$ cat src/rtl/dmem_arb_pkg.sv
// Shared types and default sizes for the data-memory arbiter.
package dmem_arb_pkg;

    localparam int DEF_AW       = 6;
    localparam int DEF_DW       = 32;
    localparam int DEF_MAX_LOCK = 16;

    typedef enum logic [1:0] {
        IDLE   = 2'd0,
        LOCKED = 2'd1,
        COOL   = 2'd2
    } arb_state_e;

    typedef enum logic {
        PORT_CPU  = 1'b0,
        PORT_HOST = 1'b1
    } port_id_e;

    // On a tie the port that was not served last gets the slot.
    function automatic port_id_e tie_winner(input port_id_e last_served);
        return (last_served == PORT_HOST) ? PORT_CPU : PORT_HOST;
    endfunction

endpackage

$ cat src/rtl/dmem_arbiter.sv
// Two-port (CPU / host loader) arbiter in front of a single-port synchronous
// data RAM. Round-robin on ties, optional host locked bursts bounded by
// MAX_LOCK beats, and a one-cycle cool-down that guarantees the CPU a slot
// after every burst.
module dmem_arbiter
    import dmem_arb_pkg::*;
#(
    parameter int AW       = DEF_AW,
    parameter int DW       = DEF_DW,
    parameter int MAX_LOCK = DEF_MAX_LOCK
) (
    input  logic          clk,
    input  logic          reset,
    input  logic          cpu_req,
    input  logic          cpu_we,
    input  logic [AW-1:0] cpu_addr,
    input  logic [DW-1:0] cpu_wdata,
    output logic          cpu_gnt,
    output logic          cpu_rvalid,
    input  logic          host_req,
    input  logic          host_we,
    input  logic          host_lock,
    input  logic [AW-1:0] host_addr,
    input  logic [DW-1:0] host_wdata,
    output logic          host_gnt,
    output logic          host_rvalid,
    output logic [DW-1:0] rd_data,
    output logic          mem_en,
    output logic          mem_we,
    output logic [AW-1:0] mem_addr,
    output logic [DW-1:0] mem_wdata,
    input  logic [DW-1:0] mem_rdata
);

    // Counter must reach MAX_LOCK itself without wrapping.
    localparam int            CW      = $clog2(MAX_LOCK + 1);
    localparam logic [CW-1:0] CNT_ONE = CW'(1);
    localparam logic [CW-1:0] CNT_MAX = CW'(MAX_LOCK);

    arb_state_e    state_q;
    logic [CW-1:0] cnt_q;
    port_id_e      last_q;
    logic          cpu_rvalid_q;
    logic          host_rvalid_q;

    logic          cpu_gnt_s;
    logic          host_gnt_s;
    logic          cpu_acc_s;
    logic          host_acc_s;
    logic [CW-1:0] cnt_inc_s;

    // Grant decision: combinational from requests and current state, forced low in reset.
    always_comb begin
        cpu_gnt_s  = 1'b0;
        host_gnt_s = 1'b0;
        if (reset) begin
            cpu_gnt_s  = 1'b0;
            host_gnt_s = 1'b0;
        end else begin
            case (state_q)
                IDLE: begin
                    if (cpu_req && host_req) begin
                        cpu_gnt_s  = (tie_winner(last_q) == PORT_CPU);
                        host_gnt_s = (tie_winner(last_q) == PORT_HOST);
                    end else begin
                        cpu_gnt_s  = cpu_req;
                        host_gnt_s = host_req;
                    end
                end
                LOCKED: begin
                    host_gnt_s = host_req;
                end
                COOL: begin
                    cpu_gnt_s = cpu_req;
                end
                default: begin
                    cpu_gnt_s  = 1'b0;
                    host_gnt_s = 1'b0;
                end
            endcase
        end
    end

    assign cpu_acc_s  = cpu_req & cpu_gnt_s;
    assign host_acc_s = host_req & host_gnt_s;
    assign cnt_inc_s  = cnt_q + CNT_ONE;

    // RAM request mux: the granted port drives the RAM, everything is zero otherwise.
    always_comb begin
        mem_we    = 1'b0;
        mem_addr  = {AW{1'b0}};
        mem_wdata = {DW{1'b0}};
        if (cpu_gnt_s) begin
            mem_we    = cpu_we;
            mem_addr  = cpu_addr;
            mem_wdata = cpu_wdata;
        end else if (host_gnt_s) begin
            mem_we    = host_we;
            mem_addr  = host_addr;
            mem_wdata = host_wdata;
        end else begin
            mem_we    = 1'b0;
            mem_addr  = {AW{1'b0}};
            mem_wdata = {DW{1'b0}};
        end
    end

    // Arbitration FSM, burst beat counter, round-robin pointer and read-return flags.
    always_ff @(posedge clk or posedge reset) begin
        if (reset) begin
            state_q       <= IDLE;
            cnt_q         <= {CW{1'b0}};
            last_q        <= PORT_HOST;
            cpu_rvalid_q  <= 1'b0;
            host_rvalid_q <= 1'b0;
        end else begin
            cpu_rvalid_q  <= cpu_acc_s & ~cpu_we;
            host_rvalid_q <= host_acc_s & ~host_we;
            case (state_q)
                IDLE: begin
                    if (cpu_acc_s) begin
                        last_q <= PORT_CPU;
                    end
                    if (host_acc_s) begin
                        last_q <= PORT_HOST;
                        if (host_lock) begin
                            cnt_q   <= CNT_ONE;
                            state_q <= (CNT_ONE == CNT_MAX) ? COOL : LOCKED;
                        end
                    end
                end
                LOCKED: begin
                    if (host_acc_s) begin
                        cnt_q  <= cnt_inc_s;
                        last_q <= PORT_HOST;
                    end
                    // The closing beat (lock dropped or limit reached) still completes.
                    if (!host_lock || (host_acc_s && (cnt_inc_s == CNT_MAX))) begin
                        state_q <= COOL;
                    end
                end
                COOL: begin
                    state_q <= IDLE;
                    cnt_q   <= {CW{1'b0}};
                    last_q  <= PORT_HOST;
                end
                default: begin
                    state_q <= IDLE;
                    cnt_q   <= {CW{1'b0}};
                    last_q  <= PORT_HOST;
                end
            endcase
        end
    end

    assign cpu_gnt     = cpu_gnt_s;
    assign host_gnt    = host_gnt_s;
    assign mem_en      = cpu_gnt_s | host_gnt_s;
    assign cpu_rvalid  = cpu_rvalid_q;
    assign host_rvalid = host_rvalid_q;
    assign rd_data     = (cpu_rvalid_q | host_rvalid_q) ? mem_rdata : {DW{1'b0}};

endmodule

$ cat config.mk
export PLATFORM = sky130hd
export DESIGN_NAME = dmem_arbiter
export DESIGN_NICKNAME = d
export VERILOG_FILES = /design/src/rtl/dmem_arb_pkg.sv /design/src/rtl/dmem_arbiter.sv
export SDC_FILE = /design/constraint.sdc
export NUM_CORES = 1
export LEC_CHECK = 0
export BUFFER_PORTS_ARGS = -buffer_cell sky130_fd_sc_hd__buf_2
export CORE_AREA = 2 2 73 75
export CTS_CLUSTER_SIZE = 8
export DETAILED_ROUTE_END_ITERATION = 12
export DIE_AREA = 0 0 75 77
export PLACE_DENSITY = 0.74
export SYNTH_ARGS = -nofsm -noshare
export SYNTH_HDL_FRONTEND = slang
export SYNTH_SLANG_ARGS = --single-unit
$ cat constraint.sdc
create_clock -name clk -period 1.6 [get_ports clk]
set_input_delay 0.32 -clock clk [delete_from_list [all_inputs] [get_ports clk]]
set_output_delay 0.32 -clock clk [all_outputs]
set_load 0.02 [all_outputs]
-- After elaboration in Yosys (flattened, before gate mapping)
Cells that the tools add are included.
- register bits: 10
- word-level logic and storage cells: 56
- output and inout bits: 76
- input bits: 115
- muxes and demuxes: 26
- $add $sub $neg: 1
- bitwise operators: 8
- reductions and logical operators: 8
- eq/ne operators: 8
- operator list (kind ; count):
    $mux 32 ; 3
    $mux 5 ; 3
    $mux 6 ; 2
    $mux 1 ; 10
    $pmux 5 s2 ; 1
    $ne 2x2->1 const B ; 4
    $mux 2 ; 3
    $pmux 1 s2 ; 3
    $reduce_and 3->1 ; 2
    $add 5x1->5 const B ; 1
    $eq 5x5->1 const B ; 1
    $and 1x1->1 ; 4
    $pmux 2 s2 ; 1
    $ne 3x3->1 const B ; 1
    $eq 2x1->1 const B ; 1
    $eq 2x2->1 const B ; 1
    $logic_and 1x1->1 ; 2
    $logic_not 2->1 ; 1
    $not 1->1 ; 2
    $or 1x1->1 ; 2
    $reduce_and 2->1 ; 1
    $logic_not 1->1 ; 1
    $logic_or 1x1->1 ; 1

-- Longest topological paths before layout
Gate-level depths: netlist (run 1).
- word-level depth: 9
- mapped depth: 5
- gate-level depth less buffers: 5

-- Worst setup path before layout (run 1)
OpenSTA, ideal clock, no wires.
- path kind: input -> output
- start point: input reset
- end point: output mem_wdata[20]
- cell stages on the path: 5
- data arrival time: 1.516 ns
- slack: -0.236 ns
- data required time: 1.280 ns
- path through: inv_1 nand2_2 a311oi_4 buf_6 a22o_1
- cells in the longest elaborated chain, start to end: 3
- elaborated cells on any way between the ends: 4
- RTL lines (what ; line ; source):
    start, declared ; dmem_arbiter.sv:13 ; input logic reset,
    $mux 1 ; dmem_arbiter.sv:56 ; if (reset) begin
    net host_gnt ; dmem_arbiter.sv:25 ; output logic host_gnt,
    $mux 32 ; dmem_arbiter.sv:97 ; end else if (host_gnt_s) begin
    $mux 32 ; dmem_arbiter.sv:93 ; if (cpu_gnt_s) begin
    end, declared ; dmem_arbiter.sv:31 ; output logic [DW-1:0] mem_wdata,
The timed path passes the listed nets, and every way through them passes these cells.

-- Worst setup path after layout (run 1)
- start point: register last_q
- end point: output mem_wdata[26]
- cells in the longest elaborated chain, start to end: 6
- elaborated cells on any way between the ends: 9
- RTL lines (what ; line ; source):
    start, declared ; dmem_arbiter.sv:42 ; port_id_e last_q;
    start signal, assigned ; dmem_arbiter.sv:113 ; last_q <= PORT_HOST;
    start signal, assigned ; dmem_arbiter.sv:122 ; last_q <= PORT_CPU;
    start signal, assigned ; dmem_arbiter.sv:125 ; last_q <= PORT_HOST;
    $mux 1 ; dmem_arb_pkg.sv:21 ; return (last_served == PORT_HOST) ? PORT_CPU : PORT_HOST;
    $mux 1 ; dmem_arbiter.sv:62 ; if (cpu_req && host_req) begin
    $pmux 1 s2 ; dmem_arbiter.sv:60 ; case (state_q)
    $mux 1 ; dmem_arbiter.sv:56 ;
    $mux 32 ; dmem_arbiter.sv:97 ;
    $mux 32 * ; dmem_arbiter.sv:93 ;
Every way passes the cells marked *; elsewhere a longest branch is shown, timed or not.

==> impl_metrics.toml, run 1 <==
[timing]
finalSetupViolCount = 42
whs_ns = 0.09619
period_needed_ns = 1.942
fin_worst_skew_ns = 0.003856
max_freq_mhz = 514.8
slew_violations = 0
slew_headroom_pct = 75.70
hold_viol_final = 0
setup_tns_ns = -12.96
finalCritPeriodShare_pct = 121.4
setup_ws_ns = -0.3424
tightest_slew_ns = 0.3612
rsz0062_at_grt = "true"

[die]
start_util_pct = 25.04
chipHeight_um = 77
rows = 26
ioPinCount = 191
fp.coreArea_um2 = 4977
floorplan.die_area_um2 = 5775
die_x_um = 75

[setup_path]
crit_fanout = 5
critPathRequiredTime_ns = 1.28
cp-start-kind = "register"
r2r_start = "state_q[1]"
worst_ep_arrival_time_ns = 1.62
critical_path_class = "reg2out"
end_kind = "output port"
reg2reg_slack_ns = 0.09
r2r_end = "state_q[1]"
reg2regPathDepth = 4

[yosys]
syn_area_um2 = 1246
synth.area.top_cells = "a22o_1 (24%), dfrtp_1 (18%), nor2b_1 (17%)"
synth_cell_types = 37
ys_ff_latch = 10
synth_nets = 261
synthTopCellsByCount = "a22o_1 (34), nor2b_1 (34), buf_6 (9), dfrtp_1 (9), nor2_1 (7)"
syn_inst = 144
ys.flop_type = "dfrtp_1"
syn_avg_cell_area_um2 = 8.654
ys_seq_area_share_pct = 20.18
synth_top_cell_by_area = "a22o_1"
synth_top_area_share_pct = 23.90
synth_edf_count = 0
synth-async-reset-ratio_pct = 100.0
ys.warnings.count = 0

[placed_design]
dpl.cell_count = 413
place.gp.congestion = 0.8034
io_buffers = 190
dp_hpwl_mm = 4.718

[clocking]
cts_max_path_buffers = 2
clockRootBuffer = "clkbuf_8"
clk_latency_ns = 0.23
htreeDepth = 1
cts.sinks = 10
clkTransAtPathRegs_ns = 0.05
cts_tree = "built"
cts_made_buffers = 3

[global_routing]
grt_max_degree = 43
grt_pass1_vias = 1987
grt_antenna_before_repair = 0
grt-ovfl-total = 0
grt_pass1_wl_mm = 8.756
track_usage_pct = 19.02

[power_and_ir_drop]
ir_drop_mv = 0.3375
power_density_nw_per_um2 = 577.7
p_total_uw = 1898
leakage_uw = 0.001791

[final_layout]
nNetsFinal = 476
seqCellArea_um2 = 252.7
syn2layout_area_growth_pct = 163.6
final_core_util_pct = 65.99
multi_input_area_um2 = 1230
fill_cells = 397
drive_above_1_share_pct = 77.37
n_antenna_cell = 0
final_cells = 428

[routing]
drt_wl_total_mm = 6.926
drc_errors = 0
wire_per_inst_um = 16.18
vias = 2071
wl_met3_um = 520
met2_length_mm = 3.815
ant_nets = 0
vias_per_cell = 4.839
drt-met1-wl_mm = 2.478
highest_layer = "met4"
firstDrtPassIters = 4
initialDrtViolationCount = 31

[status]
violations = "negative setup slack"
outcome = "complete, but fails checks"

[run]
maxCapViolations = 0

[min_path]
hp-class = "in2async"
==> stage by stage <==
step	setup slack (ns)	area (µm²)
global route	-0.3828	3284
finish	-0.3424	3284
global placement	-0.2462	2696
CTS	-0.3561	2943
detailed placement	-0.2857	2696
floorplan	-0.08256	1578
==> kinds of logic after synthesis <==
kind of cell / synth area share (%)
DFF: 20.18
and+or+nand+nor: 27.11
AOI/OAI and AO/OA: 39.36
adders and majority gates: 2.008
buffers and inverters: 10.54
muxes: 0.8032
==> repair_timing <==
action                     4_1_cts  5_1_grt
setup endpoints to repair       42       75
buffers inserted                 2        4
pin swaps                        1       20
resized for setup               48       64
gates cloned                     1        6
hold buffers                     0        0
==> sequential cells by signal, indices dropped and copies added (netlist names) <==
signal       flops
cnt_q            5
cpu_rvalid       1
last_q           1
state_q          2
host_rvalid      1
==> power by group <==
group	switching [µW]	leakage [µW]	internal [µW]
Clock	96.2	0.0000288	216
Sequential	30.6	0.000130	284
Combinational	582	0.00163	688
Total	709	0.00179	1190
==> routing by layer <==
layer | GRT usage [%] | up-vias
li1 | - | 970
met1 | 18.68 | 959
met2 | 38.77 | 130
met3 | 2.102 | 12
met4 | 5.893 | 0
met5 | 0 | -
==> final cells by class <==
type,count,share of cell area (%)
clock buffers,4,1.676
multi-input cells,117,37.45
well taps,70,2.667
flip-flops and latches,10,7.695
repair buffers,222,49.83
inverters,5,0.6857
==> worst max-delay path, cell delays in order (launching register included) <==
cell and delay (ns):
dfstp_2 0.59, a311oi_4 0.13, buf_6 0.16, clkbuf_16 0.16, a22o_4 0.21, buf_6 0.13
==> cells in the final DEF, fill, tap and decap left out, types with 2 or more instances in the layout <==
master | synthesis | layout
o21ai_0 | 2 | 2
buf_8 | 0 | 4
nand3_1 | 3 | 2
buf_6 | 9 | 46
clkbuf_16 | 0 | 5
nand3b_1 | 2 | 2
and2b_1 | 2 | 2
a21oi_1 | 4 | 4
ha_1 | 2 | 2
nor2_4 | 0 | 2
buf_12 | 0 | 4
buf_4 | 0 | 15
a22o_4 | 0 | 39
or3_1 | 2 | 2
nor2b_1 | 34 | 34
dfrtp_1 | 9 | 8
inv_1 | 4 | 3
buf_2 | 0 | 148
clkbuf_8 | 0 | 4
nor2_1 | 7 | 6
==> worst max-delay path by stage <==
stage / from / end / slack, ns / depth (start not counted)
after CTS: state_q[1] / mem_en / -0.36 / 6
after global routing: last_q / mem_wdata[26] / -0.38 / 5
after global placement: reset / mem_addr[4] / -0.25 / 7
after detailed placement: reset / mem_addr[4] / -0.29 / 7
final: last_q / mem_wdata[26] / -0.34 / 5
after floorplan: reset / mem_wdata[20] / -0.08 / 5
No activity file was read; power rests on OpenSTA's default activity.
==> inputs of run 2 (changes only) <==
--- a/config.mk
+++ b/config.mk
@@ -11,6 +11,7 @@
 export DETAILED_ROUTE_END_ITERATION = 12
 export DIE_AREA = 0 0 75 77
 export PLACE_DENSITY = 0.74
+export SKIP_LAST_GASP = 1
 export SYNTH_ARGS = -nofsm -noshare
 export SYNTH_HDL_FRONTEND = slang
 export SYNTH_SLANG_ARGS = --single-unit
==> run 2 against run 1 <==
Net effect:
- total power shrank 3.5%
- final area shrank 3.3%
- fmax shrank 0.31%
- critical path type unchanged
- via count shrank 1.2%
- the flow still finishes with violations (negative setup slack)
- sequential share of layout area grew 0.26 points
- clock power is essentially flat
- non-clock buffer count is the same
- combinational power shrank 5%
- highest routed layer unchanged
- final cell count is the same
- global-route usage shrank 0.97 points
- count of clock-buffer cells in the layout is the same
- critical endpoint is now mem_en
- critical path depth grew 1
==> impl_metrics.toml, run 2 (synthesis gave the netlist of run 1 again) <==
[status]
outcome = "complete, but fails checks"
violations = "negative setup slack"

[timing]
max_freq_mhz = 513.3
period_needed_ns = 1.948
fin_worst_skew_ns = 0.004178
setup_ws_ns = -0.3483
tightest_slew_ns = 0.3586
slew_violations = 0
hold_viol_final = 0
finalCritPeriodShare_pct = 121.8
whs_ns = 0.09867
rsz0062_at_grt = "true"
finalSetupViolCount = 42
setup_tns_ns = -12.96
slew_headroom_pct = 75.88

[final_layout]
drive_above_1_share_pct = 77.37
largest_reg_flops = 5
fill_cells = 414
final_cells = 428
post-route-cell-area_um2 = 3177
reg.largest.list = "cnt_q (5), state_q (2)"
mostFrequentLayoutCells = "buf_2 (157), a22o_4 (38), nor2b_1 (34), buf_6 (34), buf_4 (22)"
nNetsFinal = 476
final_common_cell = "buf_2"
n_antenna_cell = 0
syn2layout_area_growth_pct = 154.9
largest-register = "cnt_q"

[placed_design]
dp_hpwl_mm = 4.718
dp_slack_ns = -0.2857
io_buffers = 190
place.gp.congestion = 0.8034
placed_area_um2 = 2696
dpl.cell_count = 413

[run]
maxCapViolations = 0

[global_routing]
grt_antenna_before_repair = 0
grt_max_degree = 43
grt_pass1_wl_mm = 8.383
grt-ovfl-total = 0
grt_pass1_vias = 1928
track_usage_pct = 18.05

[setup_path]
cp-start-kind = "register"
reg2reg_slack_ns = 0.08
r2r_start = "state_q[1]"
end_kind = "output port"
path_cells = "nor2_4 -> a21oi_4 -> buf_12 -> clkbuf_16 -> or2_2 -> buf_4"
worst_ep_arrival_time_ns = 1.63
critPathRequiredTime_ns = 1.28
crit_fanout = 7
critical_path_class = "reg2out"
r2r_end = "state_q[1]"
crit_family = "buffers and inverters"
crit_path_top_delay_cell = "dfrtp_2"
cp.buffers_inverters = 3
slowest_delay_ns = 0.45
reg2regPathDepth = 4

[routing]
drc_errors = 0
ant_nets = 0
vias = 2046
drt_wl_total_mm = 6.670
wire_per_inst_um = 15.58
initialDrtViolationCount = 26
firstDrtPassIters = 4
vias_per_cell = 4.780

[power_and_ir_drop]
power_density_nw_per_um2 = 576.5
ir_drop_mv = 0.3209
leakage_uw = 0.001766

[clocking]
clockRootBuffer = "clkbuf_8"
clk_latency_ns = 0.23
cts_tree = "built"
cts_max_path_buffers = 2
hold_buffers = 0
htreeDepth = 1
cts_made_buffers = 3
clkTransAtPathRegs_ns = 0.05
cts.sinks = 10

[die]
chipHeight_um = 77
rows = 26
floorplan.die_area_um2 = 5775
start_util_pct = 25.04
fp.coreArea_um2 = 4977
die_x_um = 75
ioPinCount = 191

[min_path]
hp-class = "in2async"
[run 2: cell counts in the layout (fill, tap and decap cells not counted)]
No cell type changed its count.
[run 2: worst min-delay path, cell delays in order]
cell        delay (ns)
buf_2             0.12
clkinvlp_4        0.09
buf_4             0.12
[run 2: how the worst max path moves through the flow]
stage,slack (ns),cells past startpoint,startpoint,end
final,-0.35,6,state_q[1],mem_en
after global routing,-0.40,4,last_q,mem_en
after CTS,-0.36,6,last_q,mem_addr[4]
after detailed placement,-0.29,7,reset,mem_addr[4]
after global placement,-0.25,7,reset,mem_addr[4]
after floorplan,-0.08,5,reset,mem_wdata[20]
[run 2: power breakdown]
part	leakage, µW	switching [µW]	total [µW]	internal [µW]
logic	0.00161	565	1210	641
clock network	0.0000288	94.5	310	216
registers	0.000130	30.9	315	284
total	0.00177	690	1830	1140
[run 2: per-stage QoR]
step	total power [µW]	util (%)
6_report	1831	63.83
5_1_grt	1930	63.83
4_1_cts	1682	57.42
3_5_place_dp	1310	54.17
3_3_place_gp	1293	54.17
2_1_floorplan	922.0	-
[run 2: layout make-up]
type                    count  area, µm²  share of cell area [%]
repair buffers            222       1539                   48.44
multi-input cells         117       1220                   38.40
flip-flops and latches     10      252.7                   7.956
well taps                  70      87.58                   2.757
clock buffers               4      55.05                   1.733
inverters                   5      22.52                  0.7089
[run 2: per-layer routing]
layer,vias up,track usage [%],part of all wire [%]
met3,12,1.183,7.9
met5,-,0,0
met2,128,36.58,56
li1,973,-,-
met1,933,19.16,34
met4,0,3.929,1.9
[run 2: timing repair]
action / CTS / global route
pin swaps: 1 / 17
endpoints found under the setup margin: 42 / 75
cloned: 1 / 6
buffers inserted: 2 / 4
gates resized for setup: 25 / 56
==> inputs of run 3 (changes only) <==
--- a/config.mk
+++ b/config.mk
@@ -6,11 +6,14 @@
 export NUM_CORES = 1
 export LEC_CHECK = 0
 export BUFFER_PORTS_ARGS = -buffer_cell sky130_fd_sc_hd__buf_2
-export CORE_AREA = 2 2 73 75
+export CELL_PAD_IN_SITES_DETAIL_PLACEMENT = 1
+export CELL_PAD_IN_SITES_GLOBAL_PLACEMENT = 2
+export CORE_ASPECT_RATIO = 2
+export CORE_MARGIN = 1.5
+export CORE_UTILIZATION = 11
 export CTS_CLUSTER_SIZE = 8
 export DETAILED_ROUTE_END_ITERATION = 12
-export DIE_AREA = 0 0 75 77
-export PLACE_DENSITY = 0.74
+export PLACE_DENSITY_LB_ADDON = 0.1
 export SKIP_LAST_GASP = 1
 export SYNTH_ARGS = -nofsm -noshare
 export SYNTH_HDL_FRONTEND = slang
==> run 3 against run 2 <==
Net effect:
- the flow still finishes with violations (negative setup slack)
- clock skew fell by 0.00061 ns
- total power is 9.2% higher
- sequential share of layout area shrank 0.18 points
- critical path depth shrank 1
- fmax decreased by 0.17%
- count of clock-buffer cells in the layout unchanged
- flip-flop and latch count is the same
- sequential power about the same
- critical path type unchanged
- critical endpoint is now mem_addr[0]
- highest routed layer unchanged
==> impl_metrics.toml, run 3 (synthesis gave the netlist of run 1 again) <==
[status]
outcome = "complete, but fails checks"
violations = "negative setup slack"

[final_layout]
nNetsFinal = 476
syn2layout_area_growth_pct = 160.8
reg.largest.list = "cnt_q (5), state_q (2)"
drive_above_1_share_pct = 78.21
fill_cells = 1336
largest_reg_flops = 5
final_cells = 499
final_common_cell = "buf_2"
largest-register = "cnt_q"
mostFrequentLayoutCells = "buf_2 (151), buf_4 (47), a22o_4 (38), nor2b_1 (34), buf_6 (14)"

[die]
floorplan.die_area_um2 = 12020
die_x_um = 78.27
ioPinCount = 191
fp.coreArea_um2 = 10950
rows = 54
start_util_pct = 11.39
chipHeight_um = 153.5

[placed_design]
io_buffers = 190
dp_slack_ns = -0.2617
place.gp.congestion = 0.8070
dp_hpwl_mm = 6.783
dpl.cell_count = 488

[clocking]
htreeDepth = 1
cts.sinks = 10
cts_max_path_buffers = 2
cts_made_buffers = 3
hold_buffers = 0
clockRootBuffer = "clkbuf_16"
clk_latency_ns = 0.24
cts_tree = "built"
clkTransAtPathRegs_ns = 0.04

[power_and_ir_drop]
power_density_nw_per_um2 = 615.2
ir_drop_mv = 0.3162
leakage_uw = 0.001759

[setup_path]
critical_path_class = "reg2out"
r2r_start = "last_q"
r2r_end = "cpu_rvalid"
reg2reg_slack_ns = 0.12
crit_path_start = "last_q"
crit_fanout = 15
reg2regPathDepth = 7
worst_ep_arrival_time_ns = 1.63
cp-start-kind = "register"
end_kind = "output port"
critPathRequiredTime_ns = 1.28

[timing]
rsz0062_at_grt = "true"
whs_ns = 0.1551
setup_ws_ns = -0.3517
hold_viol_final = 0
period_needed_ns = 1.952
fin_worst_skew_ns = 0.003573
finalCritPeriodShare_pct = 122.0
max_freq_mhz = 512.4
slew_headroom_pct = 79.33
slew_violations = 0
setup_tns_ns = -13.57
tightest_slew_ns = 0.3092
finalSetupViolCount = 42

[global_routing]
grt_pass1_wl_mm = 11.51
grt_max_degree = 33
track_usage_pct = 12.43
grt_pass1_vias = 2195
grt-ovfl-total = 0
grt_antenna_before_repair = 1

[min_path]
hp-class = "in2async"

[routing]
vias_per_cell = 4.088
drt_wl_total_mm = 7.971
ant_nets = 0
wire_per_inst_um = 15.97
drc_errors = 0
vias = 2040
initialDrtViolationCount = 26
firstDrtPassIters = 4

[run]
maxCapViolations = 0
## run 3: cell count changes in the layout (fill, tap and decap cells not counted), sizes merged
| cell | before | now |
|---|---|---|
| clkbuf | 9 | 7 |
| diode | 0 | 1 |
| buf | 217 | 219 |
## run 3: what timing repair did
item                                    in CTS  in global routing
pin swaps                                    1                  5
cloned                                       1                  2
buffers inserted                             1                  3
resized for setup                           14                 51
endpoints found under the setup margin      42                 44
## run 3: per-layer routing
metal	routed length [µm]	GRT usage [%]	share of wire, %
met5	0	0	0
met3	713	2.255	8.9
met4	132	3.912	1.7
met1	2150	9.567	27
met2	4975	28.16	62
## run 3: final cells by class
class                           instances  area, µm²  area share [%]
Inverter                                5      22.52          0.6928
Multi-Input combinational cell        117       1230           37.84
Timing Repair Buffer                  222       1479           45.50
Antenna cell                            1      2.502         0.07698
Sequential cell                        10      252.7           7.775
Clock buffer                            4      88.84           2.733
Tap cell                              140      175.2           5.389
## run 3: where the power goes
group	internal [µW]	total, µW	switching, µW
clock	376	497	121
sequential	285	315	30.5
combinational	627	1190	560
## run 3: how the worst max path moves through the flow
stage,to,slack [ns],cells past startpoint
floorplan,mem_wdata[20],-0.08,5
global placement,mem_wdata[31],-0.25,8
detailed placement,mem_wdata[31],-0.26,8
CTS,mem_addr[4],-0.38,6
global route,mem_addr[0],-0.40,5
finish,mem_addr[0],-0.35,5
## run 3: worst max-delay path: stages, from the launching register on
cell	delay (ns)
dfstp_2	0.59
a311oi_4	0.12
buf_12	0.16
buf_12	0.15
a22o_4	0.22
buf_4	0.15
## run 3: metrics by stage
stage / area, µm² / total power, µW / utilization [%]
after floorplan: 1578 / 922.0 / -
after global placement: 2859 / 1370 / 26.12
after detailed placement: 2859 / 1373 / 26.12
after CTS: 3037 / 1930 / 27.74
after global routing: 3251 / 2113 / 29.70
final: 3251 / 2000 / 29.70
